==> config.mk <==
export PLATFORM = sky130hd
export DESIGN_NAME = four_bit_seq_divider
export DESIGN_NICKNAME = d
export VERILOG_FILES = /design/src/rtl/alsu_pkg.sv /design/src/rtl/div_trial_sub.sv /design/src/rtl/four_bit_seq_divider.sv
export SDC_FILE = /design/constraint.sdc
export NUM_CORES = 1
export LEC_CHECK = 0
export CAP_MARGIN = 15
export CELL_PAD_IN_SITES_DETAIL_PLACEMENT = 0
export CELL_PAD_IN_SITES_GLOBAL_PLACEMENT = 1
export CORE_MARGIN = 2
export CORE_UTILIZATION = 40
export DETAILED_ROUTE_END_ITERATION = 6
export PLACE_DENSITY = 0.82
export SLEW_MARGIN = 20
export SYNTH_ARGS = -nofsm -noshare
export SYNTH_HDL_FRONTEND = slang
export SYNTH_SLANG_ARGS = --single-unit
==> constraint.sdc <==
create_clock -name clk -period 2.9 [get_ports clk]
set_input_delay 0.58 -clock clk [delete_from_list [all_inputs] [get_ports clk]]
set_output_delay 0.58 -clock clk [all_outputs]
set_load 0.1 [all_outputs]
==> src/rtl/alsu_pkg.sv <==
// Shared definitions for the ALSU datapath: default operand width,
// divider state encoding and the full-adder cell used by the subtractor.
package alsu_pkg;

   localparam int DIV_WIDTH = 4;

   typedef enum logic [1:0] {
      ST_IDLE = 2'd0,
      ST_RUN  = 2'd1,
      ST_DONE = 2'd2
   } div_state_e;

   // One full-adder cell; returns {carry_out, sum}.
   function automatic logic [1:0] full_adder(input logic a, input logic b, input logic cin);
      full_adder = {(a & b) | (cin & (a ^ b)), a ^ b ^ cin};
   endfunction

endpackage

==> src/rtl/div_trial_sub.sv <==
// Trial subtractor for the restoring divider: a ripple of full-adder cells
// computing minuend - subtrahend as minuend + ~subtrahend + 1.
// no_borrow is the final carry out (1 when minuend >= subtrahend).
module div_trial_sub
   import alsu_pkg::*;
#(
   parameter int W = DIV_WIDTH + 1
) (
   input  logic [W-1:0] minuend,
   input  logic [W-1:0] subtrahend,
   output logic [W-1:0] difference,
   output logic         no_borrow
);

   logic [W:0] carry;

   assign carry[0] = 1'b1;

   for (genvar i = 0; i < W; i++) begin : g_cell
      assign {carry[i+1], difference[i]} = full_adder(minuend[i], ~subtrahend[i], carry[i]);
   end

   assign no_borrow = carry[W];

endmodule

==> src/rtl/four_bit_seq_divider.sv <==
// Multi-cycle unsigned restoring divider, one quotient bit per clock.
//
// Handshake: start is sampled only in IDLE or DONE; a sampled start captures
// dividend/divisor and begins a new division. busy is high for the RUN cycles,
// done pulses for one cycle when quotient/remainder/div_by_zero become valid.
// Results hold until the next accepted start completes. start during RUN is
// dropped, not queued.
module four_bit_seq_divider
   import alsu_pkg::*;
#(
   parameter int WIDTH = DIV_WIDTH
) (
   input  logic             clk,
   input  logic             rst_n,
   input  logic             start,
   input  logic [WIDTH-1:0] dividend,
   input  logic [WIDTH-1:0] divisor,
   output logic             busy,
   output logic             done,
   output logic [WIDTH-1:0] quotient,
   output logic [WIDTH-1:0] remainder,
   output logic             div_by_zero,
   output logic [1:0]       state_dbg
);

   localparam int CW = $clog2(WIDTH);

   div_state_e       state;
   div_state_e       state_nxt;
   logic [CW-1:0]    count;
   logic [WIDTH-1:0] p_reg;
   logic [WIDTH-1:0] q_reg;
   logic [WIDTH-1:0] div_reg;

   logic             accept;
   logic             divisor_zero;
   logic             last_step;
   logic [WIDTH:0]   trial_diff;
   logic             no_borrow;
   logic [WIDTH-1:0] p_step;
   logic [WIDTH-1:0] q_step;
   // A successful trial always leaves a partial remainder below the divisor,
   // so the top difference bit is zero whenever it would be kept.
   logic             unused_diff_msb;

   assign accept       = start && ((state == ST_IDLE) || (state == ST_DONE));
   assign divisor_zero = (divisor == '0);
   assign last_step    = (count == '0);

   div_trial_sub #(
      .W (WIDTH + 1)
   ) u_trial (
      .minuend    ({p_reg, q_reg[WIDTH-1]}),
      .subtrahend ({1'b0, div_reg}),
      .difference (trial_diff),
      .no_borrow  (no_borrow)
   );

   assign unused_diff_msb = trial_diff[WIDTH];
   assign p_step = no_borrow ? trial_diff[WIDTH-1:0] : {p_reg[WIDTH-2:0], q_reg[WIDTH-1]};
   assign q_step = {q_reg[WIDTH-2:0], no_borrow};

   assign busy      = (state == ST_RUN);
   assign done      = (state == ST_DONE);
   assign state_dbg = state;

   // State register.
   always_ff @(posedge clk or negedge rst_n) begin
      if (!rst_n) begin
         state <= ST_IDLE;
      end else begin
         state <= state_nxt;
      end
   end

   // Next-state logic; an accepted start in DONE chains straight into the next job.
   always_comb begin
      state_nxt = state;
      case (state)
         ST_IDLE: begin
            if (start) begin
               state_nxt = divisor_zero ? ST_DONE : ST_RUN;
            end
         end
         ST_RUN: begin
            if (last_step) begin
               state_nxt = ST_DONE;
            end
         end
         ST_DONE: begin
            if (start) begin
               state_nxt = divisor_zero ? ST_DONE : ST_RUN;
            end else begin
               state_nxt = ST_IDLE;
            end
         end
         default: state_nxt = ST_IDLE;
      endcase
   end

   // Datapath: operand capture, one shift/subtract step per RUN cycle, result registers.
   always_ff @(posedge clk or negedge rst_n) begin
      if (!rst_n) begin
         count       <= '0;
         p_reg       <= '0;
         q_reg       <= '0;
         div_reg     <= '0;
         quotient    <= '0;
         remainder   <= '0;
         div_by_zero <= 1'b0;
      end else if (accept) begin
         div_reg <= divisor;
         if (divisor_zero) begin
            quotient    <= '1;
            remainder   <= dividend;
            div_by_zero <= 1'b1;
         end else begin
            count <= CW'(WIDTH - 1);
            p_reg <= '0;
            q_reg <= dividend;
         end
      end else if (state == ST_RUN) begin
         p_reg <= p_step;
         q_reg <= q_step;
         if (last_step) begin
            quotient    <= q_step;
            remainder   <= p_step;
            div_by_zero <= 1'b0;
         end else begin
            count <= count - 1'b1;
         end
      end
   end

endmodule

==> impl_results.md <==
* Share of the yosys chip area belonging to registers at 48.40%
* FILL cells at 293
* # IOs at 24
* CTS Buf Count at 3
* Nets at 158
* Fmax at 392.5 MHz
* Crit path capture type: register
* CP startpoint: q_reg[3]$_DFFE_PN0P_
* GRT Util Overall at 16.52%
* DP Wirelength at 2044 um
* Final slew viol count at 0
* Max cap viols at 0
* Yosys warns at 0
* Critical path class: register to register
* Hold buffers post-CTS at 0
* Post-DP Area at 1539 um2
* RSZ-0062 raised after global routing: false
* Initial core utilization at 42.34%
* Final setup viols at 0
* Slew headroom at 59.40%
* Most common cell after layout, fill and taps aside: dfrtp_1
* Max clock buf depth at 2
* Setup TNS at 0 ns
* Synth Instances at 116
* Syn_nets at 132
* Clock sink count at 25
* Final instance area at 1565 um2
* Chip width at 60.85 um
* Most frequent cells in the layout: dfrtp_1, inv_1, buf_4
* Dpl cells at 181
* CTS tree: yes
* DRC viols at 0
* Fin util at 51.27%
* Syn Area/Cell at 11.14 um2
* Worst-Margin Slew at 0.6077 ns
* Largest net degree at the start of global routing at 26
* Final ANT Viol Nets at 0
* Max incr delay on CP at 0.39 ns
* Buffers on Ports at 23
* Root buffer cell: clkbuf_4
* Synthesis-to-layout area growth at 21.10%
* Die height at 60.85 um
* Clock skew at 0.004718 ns
* Initial antenna violation count at 0
* Core area at 3053 um2
* Clk slew on worst S/H paths at 0.13 ns
* Crit path time final at 2.548 ns
* Vias/cell at 5.022
* Unique masters post-synth at 33
* Post-Layout Cell Count at 185
* Clock H-tree levels at 1
* Post-cts sizing count at 0
* Vias in the first global route at 962
* Final Hold Viols at 0
* RePlAce Congestion at 0.7732
* Worst-skew pair later-pin latency at 0.33 ns
* Layout cells sized above 1 at 26.24%
* Slowest CP cell: fa_1
* CP Launch Type: register
* Site row count at 20
* Drt total wl at 2646 um
* Family with the most delay on the worst path: adder cells
* Tcrit/Tclk final at 87.86%
* Min-delay src: div_by_zero$_DFFE_PN0P_
* Critical-path maximum fanout at 3
* Final antenna diode count at 0
* #FFs+latches synth at 25
* Postcts setup bufs at 0
* Arr. time, crit path at 2.78 ns
* Critical path, cell by cell: inv_1, ha_1, inv_1, fa_1, inv_1, fa_1, fa_1, nand2b_1, mux2_2, a32o_1
* Die area at 3702 um2
* R2R Path Start: q_reg[3]$_DFFE_PN0P_
* Status: completed
* Synthesized area at 1292 um2
* Drt pass-1 iters at 4
* CP Data Required Time at 3.13 ns
* Gr ovfl total at 0
* First-pass GRT wire length at 4498 um
* HP Class: register to register
* Via count at 929
* Drt wl/cell at 14.30 um
* Buf/Inv on CP at 3
* Iteration-0 DRC Markers at 48
==> routing by layer <==
metal	vias to the layer above	routed length [um]	global-route usage, %
li1	452	-	-
met1	448	1274	22.70
met2	25	1224	26.11
met3	4	100	2.132
met4	0	46	7.453
met5	-	0	0
==> path summary, 6_finish.rpt <==
check / end / slack (ns) / cells after the start
min in group asynchronous: div_reg[3]$_DFFE_PN0P_ / 0.60 / 2
max in group asynchronous: quotient[0]$_DFFE_PN0P_ / 2.06 / 2
min reg2reg: div_by_zero$_DFFE_PN0P_ / 0.50 / 1
max reg2reg: p_reg[1]$_DFFE_PN0P_ / 0.35 / 10
min: div_by_zero$_DFFE_PN0P_ / 0.50 / 1
max: p_reg[1]$_DFFE_PN0P_ / 0.35 / 10
==> through the flow <==
| stage | worst slack (ns) | hold slack (ns) |
|---|---|---|
| floorplan | 0.3343 | 0.2844 |
| global placement | 0.4817 | 0.4672 |
| detailed placement | 0.3730 | 0.4767 |
| CTS | 0.3589 | 0.5084 |
| global route | 0.2244 | 0.5371 |
| finish | 0.3521 | 0.4987 |
==> synthesized netlist by cell type <==
cell type / n / area share, %
dfrtp_1: 25 / 48
inv_1: 16 / 4.6
nand2_1: 11 / 3.2
mux2_2: 9 / 7.8
a21oi_1: 6 / 2.3
buf_2: 4 / 1.5
mux2i_1: 4 / 3.1
nor2_1: 4 / 1.2
nor3_1: 4 / 1.5
a32o_1: 3 / 2.3
fa_1: 3 / 4.6
ha_1: 2 / 1.9
nand2b_1: 2 / 0.97
nor3b_1: 2 / 1.2
o221a_2: 2 / 1.7
or3_1: 2 / 0.97
a211oi_1: 1 / 0.58
a21boi_2: 1 / 0.87
a21o_1: 1 / 0.58
a221o_1: 1 / 0.77
buf_6: 1 / 0.87
nand2b_4: 1 / 1.1
nand3_1: 1 / 0.39
nand3b_2: 1 / 0.87
nor2b_1: 1 / 0.48
nor4_4: 1 / 1.6
o211ai_1: 1 / 0.58
o21ai_0: 1 / 0.39
o21ai_1: 1 / 0.39
o221ai_1: 1 / 0.68
o22ai_1: 1 / 0.48
o22ai_2: 1 / 0.97
or4_4: 1 / 0.87
==> cells by family after synthesis <==
| group | Yosys count | synth area share (%) |
|---|---|---|
| AO/OA/AOI/OAI | 21 | 12.68 |
| adder cells (fa/ha/maj) | 5 | 6.583 |
| buffers and inverters | 21 | 7.067 |
| flip-flops | 25 | 48.40 |
| multiplexers | 13 | 10.94 |
| AND/OR/NAND/NOR | 31 | 14.33 |
==> worst register-to-register path: cells and delay by family (launching register included) <==
| kind | cells | cell delay [ns] |
|---|---|---|
| AO/OA/AOI/OAI | 1 | 0.25 |
| multiplexers | 1 | 0.37 |
| flip-flops | 1 | 0.37 |
| AND/OR/NAND/NOR | 1 | 0.14 |
| buffers and inverters | 3 | 0.19 |
| adder cells (fa/ha/maj) | 4 | 1.13 |
==> final cells by class <==
type	count	area [um2]	area share, %
timing repair buffer	26	220.2	14.07
multi-input combinational	70	578.1	36.93
clock buffer	4	26.28	1.679
tap	44	55.05	3.517
inverter	16	60.06	3.837
sequential	25	625.6	39.97
Power is not shown: default switching activity piles up to over one toggle a cycle in this logic, so the estimate is an artifact.
